`config.mk`:
```
export PLATFORM = sky130hd
export DESIGN_NAME = mux_sp_nch
export DESIGN_NICKNAME = d
export VERILOG_FILES = /design/src/rtl/mux_sp_nch.sv
export SDC_FILE = /design/constraint.sdc
export NUM_CORES = 2
export LEC_CHECK = 0
export CORE_MARGIN = 4
export CORE_UTILIZATION = 50
export DETAILED_ROUTE_END_ITERATION = 12
export GPL_TIMING_DRIVEN = 0
export PLACE_DENSITY = 0.71
export SLEW_MARGIN = 5
export SYNTH_ARGS = -nofsm -noshare
export SYNTH_HDL_FRONTEND = slang
export SYNTH_SLANG_ARGS = --single-unit
```
`constraint.sdc`:
```
create_clock -name CLK -period 8.4 [get_ports CLK]
set_input_delay 2.52 -clock CLK [delete_from_list [all_inputs] [get_ports CLK]]
set_output_delay 2.52 -clock CLK [all_outputs]
set_load 0.03 [all_outputs]
```
`src/rtl/mux_sp_nch.sv`:
```
// Tagged sample stream steered into per-channel first-word-fall-through FIFOs,
// re-emitted as channel-aligned frames with a guaranteed minimum frame spacing.
module mux_sp_nch #(
    parameter int DATA_WIDTH   = 24,
    parameter int NUM_CH       = 4,
    parameter int CHIDX_WIDTH  = 4,
    parameter int CH_BASE      = 1,
    parameter int FIFO_DEPTH   = 16,
    parameter int OUT_INTERVAL = 8
) (
    input  logic                         CLK,
    input  logic                         RST,
    input  logic                         Flush,
    input  logic [DATA_WIDTH-1:0]        Data_In,
    input  logic                         Data_In_Valid,
    input  logic [CHIDX_WIDTH-1:0]       Data_In_ChIdx,
    input  logic                         Ovf_Clr,
    output logic [NUM_CH*DATA_WIDTH-1:0] Data_Out,
    output logic                         Data_Out_Valid,
    output logic [NUM_CH-1:0]            Ch_Empty,
    output logic [NUM_CH-1:0]            Ovf_Flag
);

    localparam int PTR_W = $clog2(FIFO_DEPTH);
    localparam int CNT_W = $clog2(OUT_INTERVAL);
    localparam logic [PTR_W:0]   DEPTH_C  = (PTR_W+1)'(FIFO_DEPTH);
    localparam logic [CNT_W-1:0] HOLD_CNT = CNT_W'(OUT_INTERVAL - 2);

    typedef enum logic {
        ST_IDLE,
        ST_HOLD
    } state_e;

    // FIFO storage and bookkeeping
    logic [DATA_WIDTH-1:0] mem_q [NUM_CH][FIFO_DEPTH];
    logic [PTR_W-1:0]      wr_ptr_q [NUM_CH];
    logic [PTR_W-1:0]      wr_ptr_d [NUM_CH];
    logic [PTR_W-1:0]      rd_ptr_q [NUM_CH];
    logic [PTR_W-1:0]      rd_ptr_d [NUM_CH];
    logic [PTR_W:0]        count_q  [NUM_CH];
    logic [PTR_W:0]        count_d  [NUM_CH];

    logic [31:0]       tag_ext;
    logic [NUM_CH-1:0] tag_hit;
    logic [NUM_CH-1:0] full;
    logic [NUM_CH-1:0] empty;
    logic [NUM_CH-1:0] push;
    logic [NUM_CH-1:0] ovf_set;
    logic              pop;

    // Frame FSM and output registers
    state_e                   state_q, state_d;
    logic [CNT_W-1:0]         cnt_q, cnt_d;
    logic                     valid_q, valid_d;
    logic [NUM_CH*DATA_WIDTH-1:0] data_q, data_d;
    logic [NUM_CH-1:0]        ovf_q, ovf_d;

    assign tag_ext = 32'(Data_In_ChIdx);

    // Write-side decode. A full FIFO refuses the write even if it is popped on
    // the same edge, so stored data is never overwritten.
    always_comb begin
        for (int k = 0; k < NUM_CH; k++) begin
            tag_hit[k] = Data_In_Valid && (tag_ext == 32'(CH_BASE + k));
            full[k]    = (count_q[k] == DEPTH_C);
            empty[k]   = (count_q[k] == '0);
            push[k]    = tag_hit[k] && !full[k] && !Flush;
            ovf_set[k] = tag_hit[k] &&  full[k] && !Flush;
        end
    end

    // NOTE: every signal driven here gets a default first, so no path through
    // the case statement can leave a value unassigned and infer a latch.
    always_comb begin
        state_d = state_q;
        cnt_d   = cnt_q;
        valid_d = 1'b0;
        data_d  = data_q;
        pop     = 1'b0;

        if (Flush) begin
            state_d = ST_IDLE;
            cnt_d   = '0;
        end else begin
            case (state_q)
                ST_IDLE: begin
                    if (empty == '0) begin
                        pop     = 1'b1;
                        valid_d = 1'b1;
                        cnt_d   = HOLD_CNT;
                        state_d = ST_HOLD;
                        for (int k = 0; k < NUM_CH; k++) begin
                            data_d[k*DATA_WIDTH +: DATA_WIDTH] = mem_q[k][rd_ptr_q[k]];
                        end
                    end
                end
                ST_HOLD: begin
                    if (cnt_q == '0) begin
                        state_d = ST_IDLE;
                    end else begin
                        cnt_d = cnt_q - 1'b1;
                    end
                end
                default: state_d = ST_IDLE;
            endcase
        end
    end

    always_comb begin
        for (int k = 0; k < NUM_CH; k++) begin
            if (Flush) begin
                wr_ptr_d[k] = '0;
                rd_ptr_d[k] = '0;
                count_d[k]  = '0;
            end else begin
                wr_ptr_d[k] = wr_ptr_q[k] + PTR_W'(push[k]);
                rd_ptr_d[k] = rd_ptr_q[k] + PTR_W'(pop);
                count_d[k]  = count_q[k] + (PTR_W+1)'(push[k]) - (PTR_W+1)'(pop);
            end
        end
    end

    // Set beats clear when both happen on the same edge.
    always_comb begin
        if (Flush) begin
            ovf_d = '0;
        end else begin
            ovf_d = (ovf_q & ~{NUM_CH{Ovf_Clr}}) | ovf_set;
        end
    end

    always_ff @(posedge CLK or posedge RST) begin
        if (RST) begin
            state_q  <= ST_IDLE;
            cnt_q    <= '0;
            valid_q  <= 1'b0;
            data_q   <= '0;
            ovf_q    <= '0;
            wr_ptr_q <= '{default: '0};
            rd_ptr_q <= '{default: '0};
            count_q  <= '{default: '0};
        end else begin
            state_q  <= state_d;
            cnt_q    <= cnt_d;
            valid_q  <= valid_d;
            data_q   <= data_d;
            ovf_q    <= ovf_d;
            wr_ptr_q <= wr_ptr_d;
            rd_ptr_q <= rd_ptr_d;
            count_q  <= count_d;
        end
    end

    // NOTE: the storage array has no reset; occupancy is governed solely by the
    // reset counts, so stale words are never observable and the array can map to RAM.
    always_ff @(posedge CLK) begin
        for (int k = 0; k < NUM_CH; k++) begin
            if (push[k]) begin
                mem_q[k][wr_ptr_q[k]] <= Data_In;
            end
        end
    end

    assign Data_Out       = data_q;
    assign Data_Out_Valid = valid_q;
    assign Ch_Empty       = empty;
    assign Ovf_Flag       = ovf_q;

endmodule

```
* Yosys cells after proc, flatten, opt, wreduce, memory -nomap -nowiden
Memory sizes are Yosys's and may differ from the RTL's.
Cells that the tools add are included.
** Storage, ports and cells
- Register bits :: 157
- Memory bits (writable) :: 1536
- Bits of input ports :: 33
- Output and inout port bits :: 105
- Logic and storage cells :: 170
- Memories :: 1
** Memories
- mem_q :: words 4, bits a word 384, read ports 4, clocked after memory_dff 0, wr ports 1, RTL line 35 : logic [DATA_WIDTH-1:0] mem_q [NUM_CH][FIFO_DEPTH];
** Cells by class
- Add/subtract/negate cells :: 17
- Magnitude comparators :: 12
- Equal/unequal tests :: 10
- Multiplexer cells :: 60
- Bitwise gates (word level) :: 13
- Reduce and logical (&&, ||, !) cells :: 40
** Operator list (number)
- 384-bit two-way mux :: 10
- 384-bit OR reduction :: 3
- 24-bit binary-select mux with 4-bit select :: 4
- 24-bit demux with 4-bit select :: 4
- 24-bit two-way mux :: 12
- 5-bit greater-or-equal comparator (second input constant) :: 8
- 4-bit NOT with 5-bit output :: 8
- 4-bit two-way mux :: 9
- 4-bit by 1-bit adder with 4-bit output :: 8
- 1-bit logical AND :: 24
- 5-bit by 1-bit adder with 5-bit output :: 4
- 5-bit equality test (second input constant) :: 4
- 5-bit zero test :: 4
- 5-bit by 1-bit < comparator with 1-bit output (second input constant) :: 4
- 5-bit two-way mux :: 4
- 5-bit by 1-bit subtractor with 5-bit output :: 4
- 1-bit two-way mux :: 9
- 3-bit two-way mux :: 3
- 4-bit by 2-bit equality test with 1-bit output (second input constant) :: 2
- 2-bit two-way mux :: 3
- 3-bit inequality test (second input constant) :: 2
- 3-bit one-hot mux with 2 select lines :: 1
- 1-bit zero test :: 5
- 4-bit bitwise AND :: 1
- other kinds (11) :: 12

* Depth between registers and ports, before layout
- Word-level depth :: 10
- Depth in mapped cells :: 17
- Depth with buffers taken out :: 15

* Worst setup path after synthesis
Ideal clock, no wire load.
- Path kind :: input to register
- Start :: input port Data_In_ChIdx[3]
- End :: memory mem_q[2][360] (netlist bit) (enable)
- Library setup time :: 0.435 ns
- Arrival time :: 5.561 ns
- Required time :: 7.965 ns
- Setup slack :: 2.404 ns
- Stages on the path :: 4
- Path buffers :: 0
- Path through :: or3b_2 nor4b_4 or3b_2 nor3_1
** On the way
- Word-level cells in the longest chain between the ends :: 10
- Elaborated cells between the ends (all ways) :: 33
- Classes of those cells :: 4 x eq/ne; 14 x mux; 15 x reduce/logical
** RTL lines
- start, declared :: RTL line 16 : input logic [CHIDX_WIDTH-1:0] Data_In_ChIdx,
- 4-bit by 2-bit equality test with 1-bit output :: RTL line 64 : tag_hit[k] = Data_In_Valid && (tag_ext == 32'(CH_BASE + k));
- 1-bit logical AND :: RTL line 64
- 1-bit logical AND (2 in series) :: RTL line 67 : push[k] = tag_hit[k] && !full[k] && !Flush;
- 1-bit two-way mux :: RTL line 158 : if (push[k]) begin
- 384-bit two-way mux (not written as such) :: RTL line 159 : mem_q[k][wr_ptr_q[k]] <= Data_In;
- 384-bit OR reduction (no line)
- 2-bit two-way mux (no line) / 384-bit two-way mux (equally long branches) (3 in series)
- end, declared :: RTL line 35
Parallel ways exist; a longest one is shown, timed or not.

==> flow_summary_export.csv <==
group,metric,value,unit
layout,utilization,58.3,%
placed_design,dp_cells,4920,
layout,fin_cells,5236,
clock_tree,clock_latency,800,ps
placed_design,placed_area,70200,um^2
layout,nets,3426,
timing,post-route-period-util,75.5,%
grt,grt_usage,23.1,%
pwr,power.share.clock,39.4,%
placed_design,port_buffers,137,
routing,drt_first_pass_iters,6,
critical_path,cp-end-kind,"flop",
timing,fin_crit,6340,ps
clock_tree,clock_path_buffers,3,
logic_synthesis,netlist_instances,2985,
routing,dr_wl_met2,75100,um
pwr,power_leakage,0.0232,uW
pwr,sw_frac_of_total,23.6,%
logic_synthesis,synth-edff-count,1536,
logic_synthesis,synth_compound_area_share,3.05,%
critical_path,setup.worst_path.start_class,"input pin",
logic_synthesis,syn_nets,3064,
pwr,switching_power,4410,uW
clock_tree,cts.reportedPaths.clkPinSlew,60,ps
pwr,p_comb_share,8.5,%
routing,vias,32000,
logic_synthesis,synthSimpleGateAreaFrac,1.71,%
routing,drt_first_iter_violations,3882,
layout,final_layout_size_suffix_gt1_share,25.2,%
timing,setup_viol,0,
floorplan,coreArea,130000,um^2
critical_path,path_class,"in -> reg",
routing,top_layer_used,"met5",
timing,rsz0062_at_grt,"false",
placed_design,gp_congestion,0.805,
clock_tree,cts_root_buf,"clkbuf_16",
clock_tree,post_cts.repair.setup_buffers,0,
critical_path,cp_max_fo,10,
pwr,ir_drop,0.277,mV
grt,antenna_found_initial,12,
logic_synthesis,ys_seq_elements,1693,
critical_path,rr_startpoint,"count_q[2]",
logic_synthesis,synth_mux_area_share,16.1,%
pwr,powerDensity,247,nW/um^2
layout,area_growth,15.4,%
pwr,power,18700,uW
routing,ant_nets,0,
routing,totalWireLength,155000,um
min_path,worstHoldStart,"Data_Out[43]",
floorplan,fp-row-count,132,
logic_synthesis,synthArstFlopShare,9.27,%
clock_tree,cts_tree,"done",
routing,drt-met1-wl,61200,um
logic_synthesis,yosysWarnings,0,
routing,met3_length,14300,um
placed_design,place_hpwl,97300,um
clock_tree,htreeDepth,4,
logic_synthesis,avgSynthCellArea,22.0,um^2
floorplan,initial_utilization,50.5,%
routing,drt-vias-per-instance,6.12,
timing,slew_violations,0,
critical_path,critPathLaunch,"Flush",
floorplan,die_h,370,um
pwr,p_seq_share,52.1,%
pwr,internal_power,14200,uW
timing,finalClockSkew,33.6,ps
grt,grt_max_degree,94,
critical_path,cp_data_arrival_time,7040,ps
min_path,worstHoldPathType,"reg -> reg",
layout,n_fill_cell,9272,
timing,relSlewSlack,15.6,%
grt,grt_pass1_vias,32600,
timing,holdWs,519,ps
logic_synthesis,synth_top_area_share,70.4,%
critical_path,worstPathRequired,9100,ps
logic_synthesis,syn_area,65500,um^2
logic_synthesis,synth-main-ff-cell,"edfxtp_1",
logic_synthesis,synth_seq_area_share,76.4,%
clock_tree,numCtsBuffers,167,
grt,grt-ovfl-total,0,
logic_synthesis,synthAdderAreaFrac,0.924,%
clock_tree,cts.repair.resized,0,
floorplan,die_w,370,um
clock_tree,holdBufCountCts,0,
logic_synthesis,synth_commonest_cells,"edfxtp_1 (1536), mux4_2 (384), mux2i_1 (192)",
critical_path,regToRegSetupSlack,3540,ps
timing,fmax,158,MHz
floorplan,io_pins,138,
routing,wl_per_cell,29.7,um
logic_synthesis,synthXorXnorAreaFrac,0.334,%
logic_synthesis,synthMostInstantiatedCell,"edfxtp_1",
floorplan,die-area,137000,um^2
run_status,outcome,"finished clean",
layout,final_area,75600,um^2
clock_tree,clock_sinks,1693,
routing,route.detailed.drc,0,
timing,tightest_slew,1270,ps
timing,final-hold-violation-count,0,
grt,grt_pass1_wl,227000,um
logic_synthesis,synth_top_family_by_area,"multiplexers",
job,maxCapViolations,0,
logic_synthesis,synth_top_cell_by_area,"edfxtp_1",
logic_synthesis,yosysUniqueCellTypes,52,
logic_synthesis,synth.area.top_cells,"edfxtp_1 (70%), mux4_2 (13%), dfrtp_1 (6.0%)",
cells by family after synthesis:
group                      Yosys count
DFF                               1693
muxes                              576
buffers and inverters              223
AOI/OAI and AO/OA                  222
and+or+nand+nor                    200
adders and majority gates           46
xor gates and xnor gates            25
area by class of cell:
| class | instances | area [um^2] | area share (%) |
|---|---|---|---|
| Clock buffer | 236 | 4680 | 6.19 |
| Clock inverter | 76 | 737 | 0.974 |
| Inverter | 39 | 154 | 0.203 |
| Multi-Input combinational cell | 1069 | 15000 | 19.8 |
| Buffer | 184 | 821 | 1.09 |
| Sequential cell | 1693 | 50100 | 66.2 |
| Antenna cell | 4 | 10.0 | 0.0132 |
| Tap cell | 1742 | 2180 | 2.88 |
| Timing Repair Buffer | 193 | 2030 | 2.68 |
critical path, stage by stage:
cell and delay (ps):
clkdlybuf4s50_1 650, clkbuf_1 550, buf_1 480, buf_1 580
nor2_1 460, ha_1 410, inv_1 40, ha_1 200
fa_1 410, a21oi_1 160, nor2_1 60, or3_1 360
a21oi_1 150
state kept, by name (all words and copies together) (netlist names):
name	flops
rd_ptr_q	16
mem_q	1536
count_q	20
wr_ptr_q	16
Data_Out_Valid	1
cnt_q	3
Data_Out	96
Ovf_Flag	4
state_q	1
stage by stage:
| stage | setup WS [ps] | TNS, ps |
|---|---|---|
| 2_1_floorplan | 1650 | 0 |
| 3_3_place_gp | -1670 | -258260 |
| 3_5_place_dp | 1350 | 0 |
| 4_1_cts | 2170 | 0 |
| 5_1_grt | 1880 | 0 |
| 6_report | 2060 | 0 |
placed cells by master (no fill, tap or decap), drive strengths merged, types with 19 or more instances in the layout:
| cell type | count |
|---|---|
| buf | 148 |
| clkbuf | 352 |
| clkdlybuf4s50 | 113 |
| clkinv | 55 |
| dfrtp | 157 |
| edfxtp | 1536 |
| ha | 42 |
| inv | 48 |
| mux2i | 192 |
| mux4 | 384 |
| nor2 | 78 |
| nor2b | 27 |
| nor3 | 19 |
| o221ai | 96 |
| o31ai | 96 |
routing by layer:
layer / vias to the layer above / track usage [%]
met5: - / 0
met4: 8 / 7.46
met3: 256 / 5.59
met2: 1476 / 36.1
met1: 17000 / 32.4
li1: 13300 / -
power by group through the flow:
stage / registers, uW / logic (uW) / clock network (uW)
after floorplan: 10200 / 337 / 0
after global placement: 9910 / 1550 / 0
after detailed placement: 9880 / 1600 / 0
after CTS: 9710 / 1610 / 7430
after global routing: 9730 / 1690 / 7800
final: 9720 / 1590 / 7340
final timing paths:
| path | to | cells after the start |
|---|---|---|
| worst max-delay path | count_q[9] | 13 |
| worst min-delay path | Data_Out[43] | 2 |
| worst max register to register | count_q[9] | 15 |
| worst min register to register | Data_Out[43] | 2 |
| max in group asynchronous | Data_Out[55] | 3 |
| min in group asynchronous | Data_Out[82] | 2 |
(Power assumes the default switching activity.)
